--- config.mk ---
export PLATFORM = sky130hd
export DESIGN_NAME = dmem_arbiter
export DESIGN_NICKNAME = d
export VERILOG_FILES = /design/src/rtl/dmem_arbiter.sv
export SDC_FILE = /design/constraint.sdc
export NUM_CORES = 1
export LEC_CHECK = 0
export CORE_MARGIN = 10
export CORE_UTILIZATION = 40
export CTS_CLUSTER_SIZE = 28
export DETAILED_ROUTE_END_ITERATION = 8
export GPL_TIMING_DRIVEN = 0
export PLACE_DENSITY = 0.79
export SLEW_MARGIN = 10
export SYNTH_ARGS = -nofsm -noshare
export SYNTH_HDL_FRONTEND = slang
export SYNTH_SLANG_ARGS = --single-unit
--- constraint.sdc ---
create_clock -name clk -period 1.8 [get_ports clk]
set_input_delay 0.54 -clock clk [delete_from_list [all_inputs] [get_ports clk]]
set_output_delay 0.54 -clock clk [all_outputs]
set_load 0.1 [all_outputs]
--- src/rtl/dmem_arbiter.sv ---
// Single-port data RAM arbiter between the CPU operand path and a host loader/debug port.
// Optional feature: define ARB_ROUND_ROBIN_EN for round-robin conflict resolution instead of fixed priority.
module dmem_arbiter #(
  parameter int ADDR_W        = 4,
  parameter int DATA_W        = 8,
  parameter int HOST_WAIT_MAX = 4
) (
  input  logic              clk,
  input  logic              reset,

  input  logic              cpu_req,
  input  logic              cpu_we,
  input  logic [ADDR_W-1:0] cpu_addr,
  input  logic [DATA_W-1:0] cpu_wdata,
  output logic              cpu_gnt,
  output logic              cpu_stall,
  output logic [DATA_W-1:0] cpu_rdata,
  output logic              cpu_rvalid,

  input  logic              host_req,
  input  logic              host_we,
  input  logic [ADDR_W-1:0] host_addr,
  input  logic [DATA_W-1:0] host_wdata,
  output logic              host_gnt,
  output logic [DATA_W-1:0] host_rdata,
  output logic              host_rvalid,

  output logic [ADDR_W-1:0] mem_addr,
  output logic              mem_re,
  output logic              mem_we,
  output logic [DATA_W-1:0] mem_wdata,
  input  logic [DATA_W-1:0] mem_rdata
);

  typedef enum logic [1:0] {
    OWN_NONE = 2'd0,
    OWN_CPU  = 2'd1,
    OWN_HOST = 2'd2
  } owner_t;

  // owner1 tracks the access whose strobes are on the RAM; owner2 the read being returned.
  owner_t owner1;
  owner_t owner2;

  logic cpu_req_m;
  logic host_req_m;

  // Requests are masked during reset so no grant can escape while the pipeline is held clear.
  assign cpu_req_m  = cpu_req  & reset;
  assign host_req_m = host_req & reset;

`ifdef ARB_ROUND_ROBIN_EN
  owner_t last_win;

  always_comb begin
    // NOTE: every output of a combinational block gets a default first, otherwise a latch is inferred.
    cpu_gnt  = 1'b0;
    host_gnt = 1'b0;
    if (cpu_req_m && host_req_m) begin
      if (last_win == OWN_CPU) host_gnt = 1'b1;
      else                     cpu_gnt  = 1'b1;
    end else begin
      cpu_gnt  = cpu_req_m;
      host_gnt = host_req_m;
    end
  end

  always_ff @(posedge clk or negedge reset) begin
    if (!reset) begin
      last_win <= OWN_HOST;
    end else if (cpu_gnt) begin
      last_win <= OWN_CPU;
    end else if (host_gnt) begin
      last_win <= OWN_HOST;
    end
  end
`else
  localparam int CNT_W = $clog2(HOST_WAIT_MAX + 1);

  logic [CNT_W-1:0] wait_cnt;
  logic             host_starved;

  assign host_starved = (wait_cnt == CNT_W'(HOST_WAIT_MAX));

  always_comb begin
    // NOTE: every output of a combinational block gets a default first, otherwise a latch is inferred.
    cpu_gnt  = 1'b0;
    host_gnt = 1'b0;
    if (cpu_req_m && host_req_m) begin
      if (host_starved) host_gnt = 1'b1;
      else              cpu_gnt  = 1'b1;
    end else begin
      cpu_gnt  = cpu_req_m;
      host_gnt = host_req_m;
    end
  end

  // Counts cycles the host has lost to the CPU; saturates at HOST_WAIT_MAX.
  always_ff @(posedge clk or negedge reset) begin
    if (!reset) begin
      wait_cnt <= '0;
    end else if (host_gnt || !host_req_m) begin
      wait_cnt <= '0;
    end else if (cpu_req_m && !host_starved) begin
      wait_cnt <= wait_cnt + 1'b1;
    end
  end
`endif

  assign cpu_stall = cpu_req & ~cpu_gnt;

  // Two-stage access pipeline: grant -> RAM strobes -> read data capture.
  always_ff @(posedge clk or negedge reset) begin
    if (!reset) begin
      owner1     <= OWN_NONE;
      owner2     <= OWN_NONE;
      mem_addr   <= '0;
      mem_re     <= 1'b0;
      mem_we     <= 1'b0;
      mem_wdata  <= '0;
      cpu_rdata  <= '0;
      host_rdata <= '0;
    end else begin
      // NOTE: sequential state uses non-blocking assignments so every register samples pre-edge values.
      mem_re <= 1'b0;
      mem_we <= 1'b0;
      owner1 <= OWN_NONE;
      if (cpu_gnt) begin
        mem_addr  <= cpu_addr;
        mem_wdata <= cpu_wdata;
        mem_we    <= cpu_we;
        mem_re    <= ~cpu_we;
        owner1    <= OWN_CPU;
      end else if (host_gnt) begin
        mem_addr  <= host_addr;
        mem_wdata <= host_wdata;
        mem_we    <= host_we;
        mem_re    <= ~host_we;
        owner1    <= OWN_HOST;
      end

      owner2 <= mem_re ? owner1 : OWN_NONE;
      if (mem_re && owner1 == OWN_CPU)  cpu_rdata  <= mem_rdata;
      if (mem_re && owner1 == OWN_HOST) host_rdata <= mem_rdata;
    end
  end

  assign cpu_rvalid  = (owner2 == OWN_CPU);
  assign host_rvalid = (owner2 == OWN_HOST);

endmodule
# After elaboration in Yosys (flattened, before gate mapping)
# Cells that the tools add are included.
dict set report word_totals {
  inputBits 38
  n_memories 0
  reg_bits 37
  word_cells 47
  rom_bits 0
  out_inout_bits 35
  latch_bits 0
  mem_bits_rw 0
}
dict set report classes {
  reduce_logical 9
  addsub 1
  bitwise 6
  div 0
  shifts 0
  n_mux 17
  magnitude_cmp 0
  eq_ne 5
  mul 0
}
# op count
set ops {}
lappend ops {{$mux 8} 2}
lappend ops {{$mux 1} 8}
lappend ops {{$mux 4} 2}
lappend ops {{$mux 2} 3}
lappend ops {{$mux 3} 2}
lappend ops {{$eq 2x1->1 const B} 2}
lappend ops {{$eq 2x2->1 const B} 2}
lappend ops {{$logic_and 1x1->1} 4}
lappend ops {{$reduce_bool 2->1} 2}
lappend ops {{$add 3x1->3 const B} 1}
lappend ops {{$and 1x1->1} 3}
lappend ops {{$eq 3x3->1 const B} 1}
lappend ops {{$not 1->1} 3}
lappend ops {{$logic_not 1->1} 2}
lappend ops {{$logic_or 1x1->1} 1}

# Longest topological paths before layout
dict set report depth {
  depth_word 5
  depth_mapped 7
  mapped_depth_nobuf 6
}

# Worst setup path after synthesis
# Ideal clock, no wire load.
dict set report synth_timing {
  path_type {reg2out}
  from {register owner2[1]}
  to {output port cpu_rvalid}
  n_path_buf 0
  t_required_ps 1260
  path_slack_ps -433
  path_stages_with_launch 2
  arrival_time_ps 1693
  path_cell_list {dfrtp_1 > nor2b_1}
}
dict set report synth_via {
  elab_chain_len 1
}
# item line
set synth_rtl {}
lappend synth_rtl {{start: declaration} 43} ;# owner_t owner2;
lappend synth_rtl {{start signal: assignment} 142} ;# owner2 <= mem_re ? owner1 : OWN_NONE;
lappend synth_rtl {{$eq 2x1->1} 148} ;# assign cpu_rvalid = (owner2 == OWN_CPU);
lappend synth_rtl {{end: declaration} 18} ;# output logic cpu_rvalid,
# Every way passes these cells.

# Final worst setup path
dict set report layout_timing {
  from {input port host_req}
  to {output port host_gnt}
}
dict set report layout_via {
  elab_chain_len 3
}
# item line
set layout_rtl {}
lappend layout_rtl {{start: declaration} 20} ;# input logic host_req,
lappend layout_rtl {{$and 1x1->1 (*)} 50} ;# assign host_req_m = host_req & reset;
lappend layout_rtl {{$logic_and 1x1->1} 89} ;# if (cpu_req_m && host_req_m) begin
lappend layout_rtl {{$mux 1 (*)} 89}
lappend layout_rtl {{end: declaration} 24} ;# output logic host_gnt,
# Every way passes the cells marked *; elsewhere a longest branch is shown, timed or not.

==> impl_metrics.json <==
{
  "synthAdderAreaFrac_pct": 1.63,
  "cts-buffers-inserted": 5,
  "drc": 0,
  "critical-path-top-delay-family": "buffers and inverters",
  "synthXorXnorAreaFrac_pct": 0,
  "synth_top_flop_cell": "dfrtp_1",
  "endpoint_kind": "output pin",
  "setup_viol": 3,
  "die_x_um": 81.9,
  "failed_checks": "negative setup slack",
  "drt-total-wl_mm": 4.15,
  "r2r-start": "wait_cnt[1]$_DFFE_PN0P_",
  "ys_types": 25,
  "setup_ws_ns": -0.189,
  "crit_type": "input pin to output pin",
  "root_buffer": "clkbuf_8",
  "hold_viol_final": 0,
  "diodes": 0,
  "fin_setup_tns_ns": -0.532,
  "core_area_um2": 3690,
  "antenna_found_initial": 0,
  "start_kind": "input pin",
  "relSlewSlack_pct": 62.0,
  "synthMuxAreaShare_pct": 12.4,
  "htreeDepth": 2,
  "crit_chain": "clkdlybuf4s15_1, nand2_2, nor2_2, buf_6, buf_12",
  "grt_pass1_wl_mm": 6.46,
  "nets": 242,
  "cp_slowest_stage_delay_ns": 0.29,
  "dp_slack_ns": -1.55,
  "synth_top_family_by_area": "multiplexers",
  "die_h_um": 81.9,
  "drt-pass1-iter-count": 4,
  "floorplan.io_pins": 73,
  "insertion_delay_ns": 0.28,
  "start_util_pct": 41.6,
  "viasPerCell": 4.97,
  "min_period_over_period_pct": 110,
  "synth_compound_area_share_pct": 10.4,
  "holdBufCountCts": 0,
  "status": "complete, but fails checks",
  "final_cell_mix": "37 x dfrtp_1, 34 x clkdlybuf4s50_1, 29 x clkdlybuf4s15_2",
  "ant_nets": 0,
  "tritoncts": "yes",
  "syn_to_final_growth_pct": 72.0,
  "dp.cells": 233,
  "syn-cell-area_um2": 1530,
  "clk_pin_slew_ns": 0.07,
  "synth-edff-count": 0,
  "skew_ns": 0.00416,
  "hold_class": "input pin to async pin",
  "leakage_nw": 1.15,
  "utilization_pct": 71.5,
  "fmax_mhz": 503,
  "r2r_setup_slack_ns": 0.20,
  "seq_area_um2": 926,
  "io_buffers": 72,
  "reg2reg_depth": 7,
  "drv_cap": 0,
  "power_density_nw_per_um2": 1210,
  "rsz0062_at_grt": "yes",
  "vias": 1247,
  "cts.sinks": 37,
  "tightest_slew_ns": 0.573,
  "finalMaxSlewViolations": 0,
  "dieArea_um2": 6710,
  "dpl.hpwl_mm": 3.15,
  "drive_gt1_share_pct": 41.9,
  "gp_congestion": 0.756,
  "reg2reg_to": "mem_addr[0]$_DFFE_PN0P_",
  "cp_max_fo": 5,
  "crit_buf_inv": 3,
  "async_flop_share_pct": 100,
  "fill_cells": 258,
  "ys_ff_latch": 37,
  "track_usage_pct": 12.6,
  "cpMaxStageDelayCell": "clkdlybuf4s15_1",
  "required_ns": 1.26,
  "cts_max_path_buffers": 2,
  "cp_data_arrival_time_ns": 1.45,
  "first_global_vias": 1387,
  "gr-total-overflow": 0,
  "post-route-min-period_ns": 1.99,
  "ir_worst_vdd_uv": 521,
  "drt_iter0_drc": 30,
  "synth_simple_gate_area_share_pct": 11.6,
  "synthesis.instances": 112,
  "final_common_cell": "dfrtp_1",
  "grt_max_degree": 19,
  "multi_input_area_um2": 594,
  "wl_per_cell_um": 16.5,
  "syn_nets": 152,
  "postSynthAreaPerCell_um2": 13.7,
  "rows": 22,
  "stdcell_count": 251,
  "ys_warn_count": 0,
  "ys_seq_area_share_pct": 60.4
}
[report_power, final]
group	switching (mW)	internal (mW)
registers	0.0680	0.967
clock network	0.274	0.268
logic	1.20	0.405
[Yosys cell counts (2+ instances only)]
cell | n | area share [%]
dfrtp_1 | 37 | 60
mux2_2 | 16 | 12
buf_6 | 2 | 1.5
buf_2 | 2 | 0.65
o311ai_0 | 2 | 1.1
nand2_1 | 3 | 0.73
nor3b_1 | 2 | 0.98
ha_1 | 2 | 1.6
nor2_1 | 2 | 0.49
nand4_1 | 2 | 0.82
inv_1 | 4 | 0.98
and2_1 | 13 | 5.3
nand2b_1 | 2 | 0.82
nand3_1 | 2 | 0.65
a221o_1 | 10 | 6.5
nor2b_1 | 2 | 0.82
[area by class of cell]
class	instances	area share [%]
clock inverter	2	0.380
inverter	5	0.712
buffer	5	1.52
timing repair buffer	83	34.7
tap	48	2.28
sequential	37	35.1
clock buffer	6	2.75
multi-input combinational	65	22.5
[cells by family after synthesis]
group	count (synthesis)
multiplexers	17
AO/OA/AOI/OAI	16
flip-flops	37
AND/OR/NAND/NOR	30
adder cells (fa/ha/maj)	2
buffers and inverters	10
[registers in the layout, summed over array words and instances, names as in the netlist]
register and count:
mem_addr 4, wait_cnt 3, mem_we 1, host_rdata 8, mem_wdata 8, mem_re 1
owner1 2, owner2 2, cpu_rdata 8
[layer usage]
| layer | wire [um] | GRT usage [%] | share of wire (%) | vias up |
|---|---|---|---|---|
| met5 | 0 | 0 | 0 | - |
| li1 | - | - | - | 582 |
| met4 | 76 | 5.27 | 1.8 | 0 |
| met3 | 678 | 9.17 | 16 | 7 |
| met1 | 1610 | 13.1 | 39 | 588 |
| met2 | 1790 | 19.1 | 43 | 70 |
[worst max path at each step]
stage / start / to / slack, ns / cells after the start
6_report: host_req / host_gnt / -0.19 / 5
5_1_grt: wait_cnt[1]$_DFFE_PN0P_ / cpu_gnt / -0.25 / 7
4_1_cts: wait_cnt[1]$_DFFE_PN0P_ / host_gnt / -0.21 / 6
3_5_place_dp: reset / host_gnt / -1.55 / 6
3_3_place_gp: reset / host_gnt / -2.94 / 5
2_1_floorplan: owner2[1]$_DFF_PN0_ / cpu_rvalid / -0.43 / 1
[metrics by stage]
step / total power [mW] / area (um2) / hold WS (ns)
finish: 3.18 / 2640 / 0.0580
global route: 3.30 / 2640 / 0.0450
CTS: 3.21 / 2600 / 0.0628
detailed placement: 2.67 / 2340 / 0.484
global placement: 2.64 / 2320 / 0.452
floorplan: 2.21 / 1540 / 0.244
[what timing repair did]
item,CTS,global route
endpoints found under the hold margin,0,0
buffers inserted,6,3
gates resized for setup,144,4
gates cloned,1,0
pin swaps,4,0
setup endpoints to repair,43,5
[worst register-to-register path, cell delays in order, from the launching register on]
cell and delay (ns):
dfrtp_1 0.37, inv_2 0.05, ha_4 0.18, a21boi_4 0.19, nor2_2 0.07, buf_6 0.13
buf_4 0.15, a221o_1 0.35
No activity file was read; power rests on OpenSTA's default activity.
